**src/rtl/truth_table_capture.sv**
```systemverilog
// Truth-table capture for a 4-input combinational DUT.
// Tracks coverage, conflicting repeats and ordering, then grades the table.
module truth_table_capture #(
  parameter logic [15:0] EXPECTED     = 16'h0000,
  parameter bit          STRICT_ORDER = 1'b0
) (
  input  logic        clk,
  input  logic        rst,
  input  logic        start,
  input  logic        in_valid,
  input  logic [3:0]  in_vec,
  input  logic        f_in,
  output logic [15:0] table_out,
  output logic [15:0] seen,
  output logic [4:0]  count,
  output logic        busy,
  output logic        done,
  output logic        pass,
  output logic        conflict,
  output logic        order_err
);

  typedef enum logic [1:0] {
    IDLE,
    CAPTURE,
    DONE
  } state_t;

  state_t      state;
  state_t      state_nx;
  logic        take;
  logic        first;
  logic        last;
  logic [15:0] tbl_nx;
  logic        conf_nx;
  logic        ord_nx;

  always_comb begin
    take           = (state == CAPTURE) && in_valid && !start;
    first          = !seen[in_vec];
    tbl_nx         = table_out;
    tbl_nx[in_vec] = f_in;
    conf_nx        = conflict |
                     (!first && (table_out[in_vec] != f_in));
    ord_nx         = order_err |
                     (STRICT_ORDER && ({1'b0, in_vec} != count));
    last           = take && first && (count == 5'd15);
  end

  always_ff @(posedge clk or posedge rst) begin
    if (rst) begin
      state <= IDLE;
    end else begin
      state <= state_nx;
    end
  end

  always_comb begin
    state_nx = state;
    unique case (state)
      IDLE:    if (start) state_nx = CAPTURE;
      CAPTURE: begin
        if (start)     state_nx = CAPTURE;
        else if (last) state_nx = DONE;
      end
      DONE:    if (start) state_nx = CAPTURE;
      default: state_nx = IDLE;
    endcase
  end

  always_comb begin
    busy = (state == CAPTURE);
    done = (state == DONE);
  end

  // Verdict uses next-state values so it is ready as done rises.
  always_ff @(posedge clk or posedge rst) begin
    if (rst) begin
      table_out <= '0;
      seen      <= '0;
      count     <= '0;
      conflict  <= 1'b0;
      order_err <= 1'b0;
      pass      <= 1'b0;
    end else if (start) begin
      table_out <= '0;
      seen      <= '0;
      count     <= '0;
      conflict  <= 1'b0;
      order_err <= 1'b0;
      pass      <= 1'b0;
    end else if (take) begin
      table_out      <= tbl_nx;
      seen[in_vec]   <= 1'b1;
      conflict       <= conf_nx;
      order_err      <= ord_nx;
      if (first) count <= count + 5'd1;
      if (last) begin
        pass <= (tbl_nx == EXPECTED) && !conf_nx && !ord_nx;
      end
    end
  end

endmodule

```
**config.mk**
```make
export PLATFORM = sky130hd
export DESIGN_NAME = truth_table_capture
export DESIGN_NICKNAME = d
export VERILOG_FILES = /design/src/rtl/truth_table_capture.sv
export SDC_FILE = /design/constraint.sdc
export NUM_CORES = 1
export LEC_CHECK = 0
export ABC_AREA = 1
export BUFFER_PORTS_ARGS = -buffer_cell sky130_fd_sc_hd__buf_2
export CORE_MARGIN = 2
export CORE_UTILIZATION = 52
export CTS_BUF_LIST = sky130_fd_sc_hd__clkbuf_8 sky130_fd_sc_hd__clkbuf_16
export DETAILED_ROUTE_END_ITERATION = 10
export GPL_TIMING_DRIVEN = 0
export HOLD_SLACK_MARGIN = 0.02
export PLACE_DENSITY = 0.76
export SLEW_MARGIN = 10
export SYNTH_ARGS = -nofsm -noshare
export SYNTH_HDL_FRONTEND = slang
export SYNTH_SLANG_ARGS = --single-unit
```
**constraint.sdc**
```tcl
create_clock -name clk -period 3.05 [get_ports clk]
set_input_delay 0.4575 -clock clk [delete_from_list [all_inputs] [get_ports clk]]
set_output_delay 0.4575 -clock clk [all_outputs]
set_load 0.01 [all_outputs]
```
==> After elaboration in Yosys (flattened, before gate mapping) <==
Index checks and enable logic that the tools add are counted.
{ "classes": {"n_addsub": 1, "n_lt_le_gt_ge": 2, "eq_ne": 7, "muxes": 23, "n_bitwise": 2, "n_reduce_logical": 18} }
{ "op_table": {"columns": ["op", "n"], "rows": [
  ["$mux W16", 4],
  ["$bwmux W16", 1],
  ["$logic_not A16 Y1", 1],
  ["$or A16 B16 Y16", 1],
  ["$mux W5", 3],
  ["$bmux W1 S4", 2],
  ["$mux W1", 8],
  ["$logic_and A1 B1 Y1", 7],
  ["$mux W2", 3],
  ["$reduce_and A2 Y1", 3],
  ["$add A5 B1 Y5 const B", 1],
  ["$eq A5 B4 Y1 const B", 1],
  ["$lt A4 B5 Y1 const B", 1],
  ["$demux W1 S4", 1],
  ["$ge A4 B1 Y1 const B", 1],
  ["$pmux W2 S2", 1],
  ["$reduce_bool A2 Y1", 2],
  ["$logic_not A1 Y1", 3],
  ["$ne A3 B2 Y1 const B", 1],
  ["$eq A2 B1 Y1 const B", 1],
  ["$eq A2 B2 Y1 const B", 1],
  ["$logic_not A2 Y1", 1],
  ["$ne A2 B1 Y1 const B", 1],
  ["$ne A2 B2 Y1 const B", 1],
  ["other kinds (3)", 3]
]} }
{ "totals": {"register_bits": 41, "input_bits": 9, "out_inout_bits": 42, "elab_cells": 59} }

==> Longest topological paths before layout <==
{ "depth": {"word_depth": 10, "ltp_mapped": 13, "depth_no_buf": 12} }

==> Least setup slack after synthesis <==
Ideal clock, no wire load.
{ "synth_timing": {"path_kind": "in2reg", "startpoint": "in in_vec[0]", "endpoint": "reg pass", "setup_time_ns": 0.076, "t_arrival_ns": 1.474, "t_required_ns": 2.974, "slack_ns": 1.499, "path_stages": 12, "path_buffers": 1, "cell_sequence": "inv_2 buf_2 nand2_1 nor2_1 nand2_1 nand2_1 nand2_1 nor2_1 nand3_1 nor2_1 nand2_1 o21ai_1"} }
{ "synth_via": {"elab_chain_cells": 10, "word_cells_on_any_way": 24, "classes_between": "order compare: 2; eq/ne: 1; mux: 10; bitwise: 1; reduce/logical: 10"} }
{ "synth_rtl": {"columns": ["item", "line_no", "text"], "rows": [
  ["from (decl)", "11", "input logic [3:0] in_vec,"],
  ["$lt A4 B5 Y1 (implied by the code), or another cell as far along", "42", "tbl_nx[in_vec] = f_in;"],
  ["$logic_and A1 B1 Y1 (implied by the code) or $mux W1 (tied branches)", "42, 44", null],
  ["$mux W1 (implied by the code) or $ne A1 B1 Y1 (tied branches)", "42, 44", null],
  ["$demux W1 S4 or $logic_and A1 B1 Y1 (tied branches)", "42, 44", null],
  ["$bwmux W16 or $or A1 B1 Y1 (tied branches)", "42, 43", null],
  ["$logic_not A16 Y1 or $logic_not A1 Y1 (tied branches)", "99", "pass <= (tbl_nx == EXPECTED) && !conf_nx && !ord_nx;"],
  ["$logic_and A1 B1 Y1", "99", null],
  ["$mux W1", "98", "if (last) begin"],
  ["$mux W1", "92", "end else if (take) begin"],
  ["$mux W1", "85", "end else if (start) begin"],
  ["to (signal assigned)", "99", null],
  ["to (decl)", "18", "output logic pass,"]
]} }
Parallel ways exist; a longest one is shown, timed or not. The select of a mux whose other input is x is not followed.
A chain may end at the register's enable or synchronous reset.

==> Worst setup path in the final report <==
{ "layout_timing": {"startpoint": "reg state[1]", "endpoint": "reg table_out[2]"} }
{ "layout_via": {"elab_chain_cells": 4} }
{ "layout_rtl": {"columns": ["item", "line_no", "text"], "rows": [
  ["from (decl)", "29", "state_t state;"],
  ["from (signal assigned)", "54", "state <= state_nx;"],
  ["$eq A2 B1 Y1", "39", "take = (state == CAPTURE) && in_valid && !start;"],
  ["$logic_and A1 B1 Y1 (2 in series)", "39", null],
  ["$reduce_bool A2 Y1 (no line)", null, null],
  ["to (signal assigned)", "93", "table_out <= tbl_nx;"],
  ["to (decl)", "13", "output logic [15:0] table_out,"]
]} }
No other way between the ends.

==> out/metrics.yaml <==
outcome:
  outcome: "finished, final reports clean"
worst_setup_path:
  critPathMaxFanout: 10
  crit_type: "register to register"
  cp_cell_sequence: "inv_1 > nand2_1 > inv_1 > nand2_1 > nor2_2 > clkinv_1 > o22ai_1"
  start_kind: "register"
  cp.required_ns: 3.26
  worst_ep_arrival_time_ns: 2.11
  cp-end-kind: "register"
  cpMaxStageDelayCell: "clkinv_1"
  critical-path-max-stage-delay_ns: 0.40
synthesis:
  synthSimpleGateAreaFrac_pct: 36.6
  synthMuxAreaShare_pct: 0
  yosys-top-cells-count: "nand2_1, dfrtp_1, nor2_1"
  async_flop_share_pct: 100
  synth_area_leader_cell: "dfrtp_1"
  syn-num-nets: 367
  synth_edf_count: 0
  synth_compound_area_share_pct: 11.5
  yosysMostFrequentCell: "nand2_1"
  synth_top_family_by_area: "simple AND/OR/NAND/NOR gates"
  netlist_instances: 356
  synth_fa_ha_area_share_pct: 1.06
  synth.top_cell.area_share_pct: 43.4
  synthDistinctLibCells: 21
  yosys-top-cells-area: "dfrtp_1, nand2_1, nor2_1, inv_1, nand3_1"
  yosys_warnings: 0
  synth_seq_cells: 41
  avgSynthCellArea_um2: 6.64
  seq_area_frac_synth_pct: 43.4
  synthesis.area_um2: 2360
  synthFlopType: "dfrtp_1"
  synth_xor_area_share_pct: 0.370
floorplan:
  num_rows: 24
  io_pins: 51
  core_um2: 4350
  die-area_um2: 5100
  fp.dieH_um: 71.4
  initial_core_util_pct: 54.3
  die_x_um: 71.4
pwr:
  cellPowerDensity_nw_per_um2: 405
  p_total_mw: 1.13
  p_leak_nw: 1.58
  ir_drop_v: 0.000339
sta:
  hold_viol: 0
  fin_crit_ns: 1.90
  timing.final.ws_setup_ns: 1.15
  setup_viol: 0
  fmax_ghz: 0.525
  relSlewSlack_pct: 54.4
  skew_ns: 0.0119
  rsz0062_at_grt: "no"
  worst_pin_slew_ns: 0.681
  drv_slew: 0
  period_share_pct: 62.4
  totalNegativeSetupSlack_ns: 0
  hold_ws_ns: 0.0480
route:
  dr.first_iter.drc_count: 258
  drc: 0
  drt-total-wl_um: 6260
  num_vias: 2467
  vias_per_cell: 5.31
  drtPass1Iterations: 5
  wl_per_cell_um: 13.5
  postRouteAntennaNets: 0
grt:
  grt_pass1_wl_um: 10400
  antenna_found_initial: 0
  grt_pass1_vias: 2195
  grt_usage_pct: 26.0
  overflow: 0
  grt_max_degree: 37
place:
  portBuffers: 49
  pre_cts_ws_ns: 0.967
  dpl-instance-area_um2: 2700
  gp_congestion: 0.899
  place_inst: 458
  hpwl_um: 4400
finish:
  diodes: 0
  final_cells: 465
  fin_util_pct: 63.9
  fin_area_um2: 2780
  layout-drive-gt1-share_pct: 17.2
  area_growth_pct: 17.6
  fin_nets: 424
  filler_cell_count: 422
clock_tree:
  cts_tree: "yes"
  path_clk_slew_ns: 0.08
  insertion_delay_ns: 0.30
  cts_resized: 0
  h-tree-depth: 2
  root_buffer: "clkbuf_8"
  cts_sinks: 41
  cts_buffer_depth: 2
  hold_buffers: 0
  numCtsBuffers: 5
  post_cts_buffers: 0
worst_hold_path:
  hold_class: "input port to asynchronous set/reset pin"
job:
  timing.max_cap.violations: 0
## metal layers
metal	up-vias	part of all wire [%]	GRT usage, %
met1	1138	47	37.6
met5	-	0	0
met2	77	47	41.3
met4	0	0.80	5.03
li1	1243	-	-
met3	9	5.7	5.06
## area by class of cell
type	count	area, µm²	area share [%]
multi-input cells	274	1170	42.2
clock buffers	6	82.6	2.97
well taps	52	65.1	2.34
clock inverters	1	3.75	0.135
inverters	30	113	4.05
flip-flops and latches	41	1030	36.9
plain buffers	11	51.3	1.84
repair buffers	50	265	9.54
## sequential cells by signal, summed over array words and instances (netlist names)
name,flops
conflict,1
table_out,16
state,2
seen,16
count,5
pass,1
## power by group
group | internal (mW) | total (mW) | switching (mW)
combinational | 0.0562 | 0.183 | 0.127
clock | 0.176 | 0.361 | 0.185
sequential | 0.562 | 0.581 | 0.0189
total | 0.795 | 1.13 | 0.331
## path summary, 6_finish.rpt
path / end / depth (start not counted) / slack [ns] / startpoint
hold reg to reg: state[1]$_DFFE_PP0P_ / 1 / 0.52 / state[0]$_DFFE_PP0P_
min in group clk: table_out[7]$_DFFE_PP0P_ / 3 / 0.50 / f_in
hold / removal: count[2]$_DFFE_PP0P_ / 2 / 0.05 / rst
setup reg to reg: table_out[2]$_DFFE_PP0P_ / 7 / 1.15 / state[1]$_DFFE_PP0P_
setup / recovery: table_out[2]$_DFFE_PP0P_ / 7 / 1.15 / state[1]$_DFFE_PP0P_
max in group asynchronous: conflict$_DFFE_PP0P_ / 3 / 2.57 / rst
## logic make-up after synthesis
| group | after synthesis |
|---|---|
| and+or+nand+nor | 221 |
| AOI/OAI and AO/OA | 49 |
| buffers and inverters | 41 |
| DFF | 41 |
| adders and majority gates | 2 |
| xor gates and xnor gates | 1 |
| other | 1 |
## worst max-delay path, delay by kind of cell, from the launching register on
kind / cells / cell delay (ns)
buffers and inverters: 3 / 0.55
AOI/OAI and AO/OA: 1 / 0.23
DFF: 1 / 0.39
and+or+nand+nor: 3 / 0.64
## cells in the final DEF (no fill, tap or decap), drive strengths merged
cell,synthesis,layout
inv,27,28
o22ai,11,11
conb,1,1
xor2,1,1
o31ai,1,1
dfrtp,41,41
a21oi,11,11
buf,6,56
o21ai,17,17
ha,2,2
nand3,16,16
nand2,162,162
nor2,43,43
clkinv,3,3
a31oi,9,9
clkbuf,5,11
No activity file was read; power rests on OpenSTA's default activity.
